## src/rtl/wb_arbiter_pkg.sv

```systemverilog
// Shared types and constants for the write-back arbiter.
// The entry struct carries the widest data path; narrower builds zero the upper half.
package wb_arbiter_pkg;

  localparam int WB_DAT_MAX_W = 64;
  localparam int WB_RD_W      = 5;

  localparam int REQ_ALU = 0;
  localparam int REQ_LSU = 1;
  localparam int REQ_MDU = 2;

  typedef struct packed {
    logic                    vld;
    logic [WB_RD_W-1:0]      rd;
    logic [WB_DAT_MAX_W-1:0] dat;
  } wb_entry_t;

  // True when two or more bits of the (zero-extended) vector are set.
  function automatic logic multi_hot(input logic [7:0] v);
    return (v & (v - 8'd1)) != 8'd0;
  endfunction

endpackage

```

## src/rtl/wb_rr_arb.sv

```systemverilog
// Round-robin grant: lowest requesting index at or after ptr (wrapping) wins.
// Purely combinational; en=0 forces an all-zero grant.
module wb_rr_arb #(
  parameter  int NUM_REQ = 3,
  localparam int IDX_W   = $clog2(NUM_REQ)
) (
  input  logic [NUM_REQ-1:0] req,
  input  logic [IDX_W-1:0]   ptr,
  input  logic               en,
  output logic [NUM_REQ-1:0] gnt,
  output logic [IDX_W-1:0]   gnt_idx
);

  always_comb begin
    logic             found;
    logic [IDX_W-1:0] cand;
    gnt     = '0;
    gnt_idx = '0;
    found   = 1'b0;
    cand    = '0;
    for (int off = 0; off < NUM_REQ; off++) begin
      cand = IDX_W'((int'(ptr) + off) % NUM_REQ);
      if (en && !found && req[cand]) begin
        found     = 1'b1;
        gnt[cand] = 1'b1;
        gnt_idx   = cand;
      end
    end
  end

endmodule

```

## src/rtl/wb_arbiter.sv

```systemverilog
// Write-back arbiter: round-robin selects one requester into a single output
// register that feeds the register file and the bypass network.
module wb_arbiter
  import wb_arbiter_pkg::*;
#(
  parameter  int RV64       = 0,
  parameter  int NUM_REQ    = 3,
  parameter  int CNT_WIDTH  = 16,
  localparam int DATA_WIDTH = 32 * (1 + RV64)
) (
  input  logic                                  clk,
  input  logic                                  rst,
  input  logic [NUM_REQ-1:0]                    iReqVld,
  input  logic [NUM_REQ-1:0][WB_RD_W-1:0]       iReqRd,
  input  logic [NUM_REQ-1:0][DATA_WIDTH-1:0]    iReqDat,
  output logic [NUM_REQ-1:0]                    oReqRdy,
  input  logic                                  iWbRdy,
  output wb_entry_t                             oWbBus,
  output wb_entry_t                             oFwdBus,
  output logic [CNT_WIDTH-1:0]                  oConflictCnt
);

  localparam int IDX_W = $clog2(NUM_REQ);

  logic                 stage_free;
  logic                 transfer;
  logic [NUM_REQ-1:0]   gnt;
  logic [IDX_W-1:0]     gnt_idx;
  logic [IDX_W-1:0]     ptr_d, ptr_q;
  wb_entry_t            out_d, out_q;
  logic [CNT_WIDTH-1:0] cnt_d, cnt_q;
  wb_entry_t            bus;

  assign stage_free = !out_q.vld || iWbRdy;

  // Gating with rst keeps oReqRdy low for as long as reset is held.
  wb_rr_arb #(
    .NUM_REQ(NUM_REQ)
  ) u_rr_arb (
    .req    (iReqVld),
    .ptr    (ptr_q),
    .en     (stage_free && rst),
    .gnt    (gnt),
    .gnt_idx(gnt_idx)
  );

  assign transfer = |gnt;
  assign oReqRdy  = gnt;

  always_comb begin
    out_d = out_q;
    if (transfer) begin
      out_d.vld = 1'b1;
      out_d.rd  = iReqRd[gnt_idx];
      out_d.dat = WB_DAT_MAX_W'(iReqDat[gnt_idx]);
    end else if (iWbRdy) begin
      out_d.vld = 1'b0;
    end
  end

  always_comb begin
    ptr_d = ptr_q;
    if (transfer) begin
      ptr_d = (gnt_idx == IDX_W'(NUM_REQ - 1)) ? '0 : gnt_idx + 1'b1;
    end
  end

  always_comb begin
    cnt_d = cnt_q;
    if (multi_hot(8'(iReqVld)) && (cnt_q != '1)) begin
      cnt_d = cnt_q + 1'b1;
    end
  end

  always_ff @(posedge clk or negedge rst) begin
    if (!rst) begin
      out_q <= '0;
      ptr_q <= '0;
      cnt_q <= '0;
    end else begin
      out_q <= out_d;
      ptr_q <= ptr_d;
      cnt_q <= cnt_d;
    end
  end

  // A consumed rd=0 entry still occupies the stage but is never visible.
  always_comb begin
    bus     = out_q;
    bus.vld = out_q.vld && (|out_q.rd);
  end

  assign oWbBus       = bus;
  assign oFwdBus      = bus;
  assign oConflictCnt = cnt_q;

endmodule
```

## config.mk

```make
export PLATFORM = sky130hd
export DESIGN_NAME = wb_arbiter
export DESIGN_NICKNAME = d
export VERILOG_FILES = /design/src/rtl/wb_arbiter_pkg.sv /design/src/rtl/wb_rr_arb.sv /design/src/rtl/wb_arbiter.sv
export SDC_FILE = /design/constraint.sdc
export NUM_CORES = 1
export LEC_CHECK = 0
export BUFFER_PORTS_ARGS = -buffer_cell sky130_fd_sc_hd__buf_2
export CORE_MARGIN = 4
export CORE_UTILIZATION = 40
export CTS_CLUSTER_DIAMETER = 40
export CTS_CLUSTER_SIZE = 25
export DETAILED_ROUTE_END_ITERATION = 8
export PLACE_DENSITY_LB_ADDON = 0.3
export SETUP_SLACK_MARGIN = 0.5
export SYNTH_ARGS = -nofsm -noshare
export SYNTH_HDL_FRONTEND = slang
export SYNTH_SLANG_ARGS = --single-unit
```

## constraint.sdc

```tcl
create_clock -name clk -period 5.55 [get_ports clk]
set_input_delay 1.11 -clock clk [delete_from_list [all_inputs] [get_ports clk]]
set_output_delay 1.11 -clock clk [all_outputs]
set_load 0.005 [all_outputs]
```

==> impl_results.md, run 1 <==
- Hold-fix buffers, CTS: 0
- Total track usage: 0.140
- Most frequent cells in the layout: 211 x buf_2, 101 x mux2_2, 64 x conb_1
- Top Ports: 276
- Row Count: 38
- Psw: between 700 and 800 uW
- TritonCTS clock tree: yes
- Final total power: around 2100 uW
- Setup Skew: 4.46 ps
- Vias per std cell: 4.57
- Clock power share: 0.150
- Crit end category: flip-flop
- Setup TNS: 0 ps
- Cell area after synthesis: about 4500 um^2
- VDD IR max: approximately 0.20 mV
- Clock-pin slew on the worst setup and hold paths: 70 ps
- DR iter-0 viols: 70
- Number of global-route vias before repair: 3017
- Worst-Margin Slew: around 860 ps
- First-pass GRT wire length: ~15000 um
- Final hold viol count: 0
- Via count: 3202
- Yosys warning count: 0
- Largest net degree at the start of global routing: 58
- Startpoint types: input pin
- Initial core utilization: 0.414
- Antenna diodes: 0
- FF+latch count, synth: 56
- Worst Path Arrival: 3960 ps
- CTS sink cnt: 56
- Total CTS buffers: 5
- Die Area: 13100 um^2
- Worst-path fanout max: 57
- Slew margin rel.: 0.427
- Area growth syn-to-layout: 12.0%
- Setup violators final: 0
- Die span in x: 115 um
- Status: completed
- Sw Ratio: 0.354
- Post-CTS Setup Inserts: 0
- Clk Latency, worst-skew pair: 290 ps
- 1st-pass router iterations: 4
- Distinct cell type count after synthesis: 46
- Detail Placement HPWL: approximately 8000 um
- Count of cells resized by post-cts repair: 0
- Ys async rst share: 1.00
- Max Freq: 264 MHz
- NumNets Final: 681
- Remaining antenna violation count: 0
- Layout cell share with drive strength beyond 1: 0.600
- Syn Area/Cell: between 10 and 15 um^2
- Hold slack: around 500 ps
- Top FF cell, synth: dfrtp_1
- Critical path class: input pin to flip-flop
- Internal power: roughly 1400 uW
- Clock buffer depth: 2
- RSZ-0062 raised after global routing: no
- Sequential Power Share: 0.338
- Gpl congestion: 0.796
- Pwr dens: 420 nW/um^2
- Core area: between 10000 and 15000 um^2
- Clock Root Buffer: clkbuf_16
- Combinational share of power: 0.512
- WL per Instance: between 10 and 15 um
- Fin. max-slew vios: 0
- Commonest non-fill, non-tap cell in the layout: buf_2
- Worst hold path type: flip-flop to flip-flop
- Post-synth EDFFs: 0
- Post-Route WL: 10200 um
- Die Span Y: roughly 110 um
- IO Port Bufs: 211
- Tcrit/Tclk final: 0.682
- Critical Path RT: 5730 ps
- Maxcap violations: 0
- GRT overflow: 0
- CTS H-tree depth: 2
- Initial antenna violation count: 0
- Post-Synthesis Cells: between 400 and 500
- Detailed-route DRC error count: 0
- Leak: 0.00260 uW
- Post-route minimum period: 3780 ps
- Register area share after synthesis: 0.309
[power groups by stage]
stage	combinational, uW	sequential [uW]	clock [uW]
6_report	1090	722	320
4_1_cts	1120	729	338
3_3_place_gp	1100	727	0
2_1_floorplan	1060	702	0
5_1_grt	1200	752	353
3_5_place_dp	1120	737	0
[synthesized netlist by cell type (4+ instances only)]
master | instances | area, um^2
mux2_2 | 101 | 1140
buf_2 | 9 | 45.0
nand2_1 | 11 | 41.3
nand3_1 | 5 | 25.0
nand4_1 | 6 | 37.5
inv_1 | 7 | 26.3
xnor2_1 | 10 | 87.6
mux2_1 | 4 | 45.0
buf_4 | 142 | 1070
ha_1 | 5 | 62.6
o21ai_0 | 7 | 35.0
mux2_4 | 8 | 120
dfrtp_1 | 56 | 1400
xor2_1 | 5 | 43.8
nor2b_1 | 4 | 25.0
nor2_1 | 6 | 22.5
[stage by stage]
step	worst slack, ps	cells	instance area (um^2)	util
global placement	1490	692	4940	0.450
global route	1490	700	5090	0.463
CTS	1690	700	5090	0.463
floorplan	2380	492	4780	-
detailed placement	1380	692	4940	0.450
finish	1770	700	5090	0.463
[routing by layer]
metal / GRT usage / share of wire / wire length (um) / up-vias
met5: 0 / 0 / 0 / -
met1: 0.169 / 0.38 / 3890 / 1544
met3: 0.0285 / 0.079 / 802 / 7
li1: - / - / - / 1521
met4: 0.0309 / 0.0074 / 75 / 0
met2: 0.256 / 0.53 / 5380 / 130
[cell families after synthesis]
family	Yosys count	synth area share
flops	56	0.309
mux	116	0.293
other cells	1	0.000826
xor+xnor	15	0.0289
simple gates	50	0.0639
fa+ha+maj	6	0.0160
compound gates	22	0.0306
buf+inv	163	0.258
[critical path, stage by stage]
cell and delay (ps):
buf_2 80, buf_4 580, nand3_1 240, a21oi_4 630, buf_4 410, mux2_2 380, mux2_4 250, mux2_2 250
[registers in the layout, summed over array words and instances, names as in the netlist]
register	cells
out_q	1
oConflictCnt	16
oFwdBus	37
ptr_q	2
[worst paths after layout]
kind                                        startpoint                           end  slack (ps)  cells after the start
max in group asynchronous                          rst       oFwdBus[68]$_DFFE_PN0P_        4100                      2
max reg2reg                       ptr_q[1]$_DFFE_PN0P_        oFwdBus[2]$_DFFE_PN0P_        2060                      9
min in group asynchronous                          rst  oConflictCnt[15]$_DFFE_PN0P_         970                      2
min reg2reg                oConflictCnt[9]$_DFFE_PN0P_   oConflictCnt[9]$_DFFE_PN0P_         490                      1
max                                                rst       oFwdBus[16]$_DFFE_PN0P_        1770                      8
min                        oConflictCnt[9]$_DFFE_PN0P_   oConflictCnt[9]$_DFFE_PN0P_         490                      1
[final cells by class]
type | instances | area [um^2]
flip-flops and latches | 56 | 1400
multi-input cells | 273 | 2240
clock buffers | 7 | 143
repair buffers | 216 | 1090
clock inverters | 1 | 7.51
inverters | 7 | 26.3
well taps | 140 | 175
fillers | 1076 | 5890
(Power assumes the default switching activity.)
==> run 2, diff against run 1 <==
Clock period 5.55 ns to 3.8 ns, I/O delays scaled along.
==> impl_results.md, run 2 (synthesis gave the netlist of run 1 again) <==
- Final hold viol count: 0 (unchanged)
- Post-CTS Setup Inserts: 0 (unchanged)
- GRT overflow: 0 (unchanged)
- Commonest non-fill, non-tap cell in the layout: buf_2
- RSZ-0062 raised after global routing: no
- Fill count: 1050 (-2.4%)
- Startpoint types: flip-flop
- Antenna diodes: 0 (unchanged)
- Row Count: 38 (unchanged)
- Worst-path fanout max: 11 (-81%)
- Max Freq: 320 MHz
- Clock Root Buffer: clkbuf_16
- Critical Path RT: 3040 ps (-2690 ps)
- Final instance area: 5100 um^2 (+0.17%)
- Initial antenna violation count: 1 (+1)
- Clk Latency, worst-skew pair: 290 ps (about the same)
- Via count: 3197 (-0.16%)
- CTS H-tree depth: 2 (unchanged)
- Total track usage: 0.142 (+0.00225)
- Die Area: 13100 um^2 (unchanged)
- Post-Route WL: 10100 um (-0.94%)
- Most frequent cells in the layout: 211 x buf_2, 101 x mux2_2, 64 x conb_1
- Pwr dens: 609 nW/um^2 (+45%)
- Core area: 11000 um^2 (unchanged)
- Fin. max-slew vios: 0 (unchanged)
- Vias per std cell: 4.57 (-0.16%)
- Critical path class: flip-flop to primary output
- Top Ports: 276 (unchanged)
- Setup Skew: 7.62 ps (+3.16 ps)
- DP Area: 4940 um^2 (unchanged)
- WL per Instance: 14.4 um (-0.94%)
- Cells after DPL: 692 (unchanged)
- CTS sink cnt: 56 (unchanged)
- Count of cells resized by post-cts repair: 1 (+1)
- Largest net degree at the start of global routing: 57 (-1.7%)
- Initial core utilization: 0.414 (unchanged)
- Worst Path Arrival: 2370 ps (-1590 ps)
- Layout cell share with drive strength beyond 1: 0.604 (+0.00357)
- Setup TNS: 0 ps (unchanged)
- Clock buffer depth: 2 (unchanged)
- Clock-pin slew on the worst setup and hold paths: 70 ps (about the same)
- Die span in x: 115 um (unchanged)
- DR iter-0 viols: 73 (+4.3%)
- Die Span Y: 115 um (unchanged)
- Total CTS buffers: 5 (unchanged)
- Core Util, Final: 0.464 (+0.000798)
- Status: completed
- IO Port Bufs: 211 (unchanged)
- NumNets Final: 681 (unchanged)
- Number of global-route vias before repair: 3068 (+1.7%)
- Setup violators final: 0 (unchanged)
- Crit end category: primary output
- VDD IR max: 0.277 mV (+40%)
- Worst hold path type: flip-flop to flip-flop
- Maxcap violations: 0 (unchanged)
- Detailed-route DRC error count: 0 (unchanged)
- 1st-pass router iterations: 4 (unchanged)
- Tcrit/Tclk final: 0.824
- Max FFs per register: 37 (unchanged)
- Fin cells: 700 (unchanged)
- Worst-Margin Slew: 714 ps (-143 ps)
- Leak: 0.00260 uW (about the same)
- Gpl congestion: 0.749 (-5.9%)
- Hold-fix buffers, CTS: 0 (unchanged)
- Detail Placement HPWL: 7940 um (-3.0%)
- First-pass GRT wire length: 15100 um (+2.0%)
- Post-route minimum period: 3130 ps
- Slew margin rel.: 0.524 (+0.0973)
- TritonCTS clock tree: yes
- Area growth syn-to-layout: 12.2%
- Remaining antenna violation count: 0 (unchanged)
## run 2: per-layer routing
layer	global-route usage	vias up	share of wire
li1	-	1522	-
met1	0.161	1540	0.37
met2	0.272	131	0.55
met3	0.0344	4	0.081
met4	0.0253	0	0.0038
met5	0	-	0
## run 2: stage by stage
step / hold slack, ps / power [uW] / setup slack, ps
floorplan: 464 / 2570 / 1210
global placement: 479 / 2650 / 801
CTS: 507 / 3170 / 549
detailed placement: 491 / 2690 / 676
global route: 529 / 3370 / 534
finish: 505 / 3100 / 670
## run 2: area by class of cell
class                   instances  area (um^2)  area share
clock buffers                   7          143      0.0280
clock inverters                 1         7.51     0.00147
inverters                       7         26.3     0.00515
multi-input cells             273         2250       0.442
flip-flops and latches         56         1400       0.275
well taps                     140          175      0.0344
repair buffers                216         1090       0.215
## run 2: critical path, stage by stage, from the launching register on
cell	delay, ps
dfrtp_1	410
inv_1	110
ha_2	310
mux2i_1	280
o22a_1	350
o21ai_0	120
a31oi_1	310
buf_2	200
## run 2: path summary, 6_finish.rpt
check                                       startpoint                           to  slack [ps]  cells past startpoint
min                        oConflictCnt[9]$_DFFE_PN0P_  oConflictCnt[9]$_DFFE_PN0P_         500                      1
max                               ptr_q[1]$_DFFE_PN0P_                   oReqRdy[1]         670                      7
max in group asynchronous                          rst         ptr_q[1]$_DFFE_PN0P_        2680                      2
max reg2reg                       ptr_q[1]$_DFFE_PN0P_      oFwdBus[65]$_DFFE_PN0P_         750                      9
min reg2reg                oConflictCnt[9]$_DFFE_PN0P_  oConflictCnt[9]$_DFFE_PN0P_         500                      1
min in group asynchronous                          rst       oFwdBus[9]$_DFFE_PN0P_         650                      2
## run 2: power by group
group | switching [uW] | internal, uW
combinational | 692 | 892
clock | 197 | 263
sequential | 205 | 854
total | 1090 | 2010
